**config.mk**
```make
export PLATFORM = sky130hd
export DESIGN_NAME = cpu_mem_arbiter
export DESIGN_NICKNAME = d
export VERILOG_FILES = /design/src/rtl/cpu_mem_arbiter_pkg.sv /design/src/rtl/cpu_mem_arbiter_rr_picker.sv /design/src/rtl/cpu_mem_arbiter.sv
export SDC_FILE = /design/constraint.sdc
export NUM_CORES = 1
export LEC_CHECK = 0
export ABC_CLOCK_PERIOD_IN_PS = 2200
export CAP_MARGIN = 20
export CORE_AREA = 2 2 194 196
export CTS_BUF_LIST = sky130_fd_sc_hd__clkbuf_4
export DETAILED_ROUTE_END_ITERATION = 10
export DIE_AREA = 0 0 196 198
export MAX_ROUTING_LAYER = met4
export PLACE_DENSITY = 0.48
export SLEW_MARGIN = 40
export SYNTH_ARGS = -nofsm -noshare
export SYNTH_HDL_FRONTEND = slang
export SYNTH_SLANG_ARGS = --single-unit
```
**constraint.sdc**
```tcl
create_clock -name clock -period 2.2 [get_ports clock]
set_clock_uncertainty 0.05 [all_clocks]
set_input_delay 0.55 -clock clock [delete_from_list [all_inputs] [get_ports clock]]
set_output_delay 0.55 -clock clock [all_outputs]
set_load 0.01 [all_outputs]
```
**src/rtl/cpu_mem_arbiter_pkg.sv**
```systemverilog
// Shared types for the CPU memory arbiter: bus widths, access kinds, FSM states.
package arb;

    localparam int XLEN        = 32;
    localparam int PLEN        = 32;
    localparam int DRAIN_LIMIT = 16;

    typedef enum logic [2:0] {
        MEM_NONE  = 3'd0,
        MEM_READ  = 3'd1,
        MEM_FETCH = 3'd2,
        MEM_WRITE = 3'd3,
        MEM_SC    = 3'd4
    } memory_access_t;

    typedef enum logic [1:0] {
        IDLE  = 2'd0,
        BUSY  = 2'd1,
        DRAIN = 2'd2
    } state_t;

    // Stores and store-conditionals modify memory and must invalidate other ports' lines.
    function automatic logic is_write(input memory_access_t acc);
        return (acc == MEM_WRITE) || (acc == MEM_SC);
    endfunction

endpackage

```
**src/rtl/cpu_mem_arbiter_rr_picker.sv**
```systemverilog
// Combinational round-robin priority encoder: first requester at or after ptr, wrapping.
module rr_picker #(
    parameter int NUM_PORTS = 2,
    parameter int IW        = 1
) (
    input  logic [NUM_PORTS-1:0] req,
    input  logic [IW-1:0]        ptr,
    output logic [NUM_PORTS-1:0] grant_oh,
    output logic [IW-1:0]        grant_idx,
    output logic                 any
);

    logic [IW-1:0] idx;

    always_comb begin
        grant_oh  = '0;
        grant_idx = '0;
        any       = 1'b0;
        idx       = '0;
        for (int i = 0; i < NUM_PORTS; i++) begin
            idx = IW'((int'(ptr) + i) % NUM_PORTS);
            if (!any && req[idx]) begin
                any           = 1'b1;
                grant_idx     = idx;
                grant_oh[idx] = 1'b1;
            end
        end
    end

endmodule

```
**src/rtl/cpu_mem_arbiter.sv**
```systemverilog
// Shares one line-oriented memory bus among NUM_PORTS CPU ports with round-robin
// grants, write snooping and an optional bus timeout.
//
// state | meaning
// IDLE  | no transaction; grants next requester unless this is the post-ack gap cycle
// BUSY  | granted request on the bus, waiting for mem_ack or timeout
// DRAIN | timed out; swallow one late mem_ack or give up after DRAIN_LIMIT cycles
module cpu_mem_arbiter
    import arb::*;
#(
    parameter int NUM_PORTS      = 2,
    parameter int LINE_WORDS     = 4,
    parameter int TIMEOUT_CYCLES = 0
) (
    input  logic                                clock,
    input  logic                                reset,
    input  logic [NUM_PORTS-1:0]                port_cycle,
    input  logic [NUM_PORTS-1:0][PLEN-1:0]      port_paddr,
    input  memory_access_t [NUM_PORTS-1:0]      port_access,
    input  logic [NUM_PORTS-1:0][XLEN-1:0]      port_data_out,
    output logic [NUM_PORTS-1:0]                port_ack,
    output logic                                port_err,
    output logic [LINE_WORDS-1:0][XLEN-1:0]     port_data_in,
    output logic                                mem_cycle,
    output logic [PLEN-1:0]                     mem_paddr,
    output memory_access_t                      mem_access,
    output logic [XLEN-1:0]                     mem_data_out,
    input  logic [LINE_WORDS-1:0][XLEN-1:0]     mem_data_in,
    input  logic                                mem_ack,
    output logic [NUM_PORTS-1:0]                snoop_valid,
    output logic [PLEN-1:5]                     snoop_line
);

    localparam int IW      = (NUM_PORTS > 1) ? $clog2(NUM_PORTS) : 1;
    localparam int CNT_MAX = (TIMEOUT_CYCLES > DRAIN_LIMIT) ? TIMEOUT_CYCLES : DRAIN_LIMIT;
    localparam int CW      = $clog2(CNT_MAX + 1);

    state_t                 state;
    logic [IW-1:0]          rr_ptr;
    logic [IW-1:0]          grant_q;
    logic [NUM_PORTS-1:0]   grant_oh_q;
    logic [CW-1:0]          cnt;
    logic                   withdrawn_q;
    logic                   hold_q;

    logic [NUM_PORTS-1:0]   pick_oh;
    logic [IW-1:0]          pick_idx;
    logic                   pick_any;

    logic                   busy;
    logic                   timeout_hit;
    logic                   still_req;
    logic                   ack_any;
    logic [IW-1:0]          next_ptr;

    rr_picker #(
        .NUM_PORTS (NUM_PORTS),
        .IW        (IW)
    ) u_picker (
        .req       (port_cycle),
        .ptr       (rr_ptr),
        .grant_oh  (pick_oh),
        .grant_idx (pick_idx),
        .any       (pick_any)
    );

    assign busy         = (state == BUSY);
    assign timeout_hit  = (TIMEOUT_CYCLES > 0) && busy && !mem_ack
                          && (cnt == CW'(TIMEOUT_CYCLES - 1));
    assign still_req    = port_cycle[grant_q] && !withdrawn_q;
    assign ack_any      = ((busy && mem_ack) || timeout_hit) && still_req;
    assign port_ack     = ack_any ? grant_oh_q : '0;
    assign port_err     = timeout_hit && still_req;
    assign port_data_in = mem_data_in;
    assign next_ptr     = (grant_q == IW'(NUM_PORTS - 1)) ? '0 : grant_q + 1'b1;

    always_ff @(posedge clock) begin
        if (reset) begin
            state        <= IDLE;
            rr_ptr       <= '0;
            grant_q      <= '0;
            grant_oh_q   <= '0;
            cnt          <= '0;
            withdrawn_q  <= 1'b0;
            hold_q       <= 1'b0;
            mem_cycle    <= 1'b0;
            mem_paddr    <= '0;
            mem_access   <= MEM_NONE;
            mem_data_out <= '0;
            snoop_valid  <= '0;
            snoop_line   <= '0;
        end else begin
            snoop_valid <= '0;
            case (state)
                IDLE: begin
                    hold_q <= 1'b0;
                    if (!hold_q && pick_any) begin
                        grant_q      <= pick_idx;
                        grant_oh_q   <= pick_oh;
                        mem_paddr    <= port_paddr[pick_idx];
                        mem_access   <= port_access[pick_idx];
                        mem_data_out <= port_data_out[pick_idx];
                        mem_cycle    <= 1'b1;
                        cnt          <= '0;
                        withdrawn_q  <= 1'b0;
                        state        <= BUSY;
                    end
                end
                BUSY: begin
                    cnt <= cnt + 1'b1;
                    if (!port_cycle[grant_q]) withdrawn_q <= 1'b1;
                    if (mem_ack) begin
                        mem_cycle <= 1'b0;
                        hold_q    <= 1'b1;
                        rr_ptr    <= next_ptr;
                        state     <= IDLE;
                        // Memory was written even if the requester withdrew, so others still snoop.
                        if (is_write(mem_access)) begin
                            snoop_valid <= ~grant_oh_q;
                            snoop_line  <= mem_paddr[PLEN-1:5];
                        end
                    end else if (timeout_hit) begin
                        mem_cycle <= 1'b0;
                        rr_ptr    <= next_ptr;
                        cnt       <= '0;
                        state     <= DRAIN;
                    end
                end
                DRAIN: begin
                    cnt <= cnt + 1'b1;
                    if (mem_ack || (cnt == CW'(DRAIN_LIMIT - 1))) begin
                        state <= IDLE;
                    end
                end
                default: state <= IDLE;
            endcase
        end
    end

endmodule

```
==> reports/qor.yml <==
rows: 71
syn_inst: 688
cts-root-buf: "clkbuf_4"
post-route-period-util: 0.981
die_area_um2: 38800
critPathCaptureType: "output port"
fin_cells: 1258
syn_to_final_growth_pct: 36.0
fin_crit_ps: 2160
drc_errors: 0
synth-seq-area-share: 0.339
cellLeakagePower_nw: 2.70
final-seq-area_um2: 2070
dr_total_vias: 5467
finalWirelength_mm: 24.4
slew_headroom: 0.566
r2r_slack_ps: 540
placedCellCount: 1243
place_ws_ps: -830
portBuffers: 237
grt_antenna_before_repair: 1
clock-sinks: 103
crit_type: "flop to output port"
ys_types: 36
grt_max_degree: 61
start_kind: "flop"
ys_warn_count: 0
power_density_nw_per_um2: 553
multi_input_area_um2: 2710
max_cap_viol_count: 0
die_w_um: 196
coreArea_um2: 37000
fp.dieH_um: 198
ir_drop_mv: 0.193
slew_violations: 0
async_reset_ff_frac: 0
crit_fanout: 2
drive_above_1_share: 0.142
ioPinCount: 495
routed_via_density: 4.35
finalSetupViolCount: 0
hp-class: "primary input to flop"
grt_pass1_wl_mm: 35.5
tightest_slew_ps: 651
rsz0062_at_grt: "yes"
layout.nets: 1046
clock_latency_ps: 540
path_clk_slew_ps: 160
worstPathRequired_ps: 1600
synth.ff_latch_count: 103
grt-ovfl-total: 0
syn_nets: 955
initial_utilization: 0.165
status: "completed"
clock.fmax_mhz: 463
fill_cells: 4027
final.setup.worst_slack_ps: 40.9
gp_congestion: 0.723
cts_tree: "done"
dp_hpwl_mm: 17.2
wl_per_cell_um: 19.4
htree_levels: 3
grt_pass1_vias: 5570
cts.path.max_buffers: 2
dr.pass1.iters: 5
cts_buffers: 9
hold_viol_final: 0
cp_data_arrival_time_ps: 1560
avgSynthCellArea_um2: 8.85
syn_area_um2: 6090
post-cts-setup-buffers: 0
synth_edf_count: 0
synthFlopType: "dfxtp_1"
antenna_left: 0
drt_iter0_markers: 238
grt_use_total: 0.127
## placed cells by master, fill, tap and decap left out, drive strengths merged
cell type      netlist  routed
o21ai               70      70
a21o                 1       1
a21oi               71      71
o211a                2       2
diode                0       2
or3                  1       1
clkdlybuf4s50        0     219
dlygate4sd2          0      12
nor3                 1       1
or3b                 1       1
mux2i               28      28
o21a                 1       1
or2                  3       3
nand2b               2       2
clkinv               0       3
nor3b                2       2
nor2                 3       3
inv                  2       2
dfxtp              103     103
dlymetal6s2s         0       2
nor2b                2       2
clkbuf              37       9
and2                 2       2
a31oi                1       1
nand3b              68      68
buf                161      45
clkinvlp             0       2
and2b                1       1
conb                 1       1
nand2               57      57
a311oi              67      67
## stage by stage
step	utilization	setup TNS (ps)	power, mW	hold WS [ps]	area (µm²)
2_1_floorplan	-	0	3.10	356	6090
3_3_place_gp	0.221	-21130	3.72	391	8180
3_5_place_dp	0.221	-21780	3.72	398	8180
4_1_cts	0.224	-124	4.71	180	8270
5_1_grt	0.224	-194	4.88	206	8280
6_report	0.224	0	4.58	269	8280
## state kept, by name, indices dropped and copies added, names as in the netlist
| name | cells |
|---|---|
| mem_data_out | 32 |
| mem_paddr | 32 |
| snoop_line | 27 |
| mem_access | 3 |
| grant_oh_q | 2 |
| snoop_valid | 2 |
| grant_q | 1 |
| hold_q | 1 |
| mem_cycle | 1 |
| rr_ptr | 1 |
| withdrawn_q | 1 |
## cell usage after synthesis (2+ instances only)
master    number  share of area
buf_4        139           0.17
dfxtp_1      103           0.34
a21oi_1       70          0.058
nand3b_1      68          0.084
o21ai_0       68          0.056
nand2_1       57          0.035
clkbuf_1      36          0.022
a311oi_1      34          0.049
a311oi_2      33          0.081
mux2i_1       28          0.046
buf_2         11         0.0090
buf_6          8          0.015
and2_1         2         0.0021
buf_1          2         0.0012
nand2b_1       2         0.0021
nor2_1         2         0.0012
nor2b_1        2         0.0021
nor3b_1        2         0.0025
o211a_1        2         0.0033
o21ai_1        2         0.0016
or2_1          2         0.0021
## per-layer routing
metal  vias to the layer above  track usage  routed length [µm]
met5                         -            -                   0
li1                       2511            -                   -
met3                        76       0.0416                2080
met1                      2612        0.142                9920
met2                       268        0.204               11600
met4                         0       0.0623                 760
## cell families after synthesis
group,share of synthesized area
AND/OR/NAND/NOR,0.137
AO/OA/AOI/OAI,0.253
flip-flops,0.339
multiplexers,0.0460
buffers and inverters,0.224
other,0.000616
## cell type report
cell class,instances,share of cell area
timing repair buffer,278,0.338
multi-input combinational,385,0.327
sequential,103,0.250
tap,474,0.0716
clock buffer,9,0.00816
clock inverter,5,0.00332
inverter,2,0.000906
antenna,2,0.000604
## path summary, 6_finish.rpt
path                                 endpoint           from  cells after the start
worst max-delay path              port_ack[1]        grant_q                      4
worst max register to register  mem_paddr[12]      mem_cycle                      5
worst min-delay path            mem_paddr[20]          reset                      2
worst min register to register  snoop_line[7]  snoop_line[7]                      2
## critical path, stage by stage, from the launching register on
cell	delay [ps]
dfxtp_2	370
mux2i_2	160
nor3_4	210
and2_1	170
buf_2	130
## report_power, final
part	internal, mW	switching, mW	total, mW
sequential	2.03	0.118	2.15
combinational	0.801	0.700	1.50
clock	0.210	0.719	0.930
total	3.04	1.54	4.58
## repair_timing
| action | 4_1_cts | 5_1_grt |
|---|---|---|
| endpoints found under the setup margin | 20 | 5 |
| pin swaps | 1 | 0 |
| resized for setup | 33 | 3 |
| hold buffers | 0 | 0 |
Power figures use the tool's default switching activity.
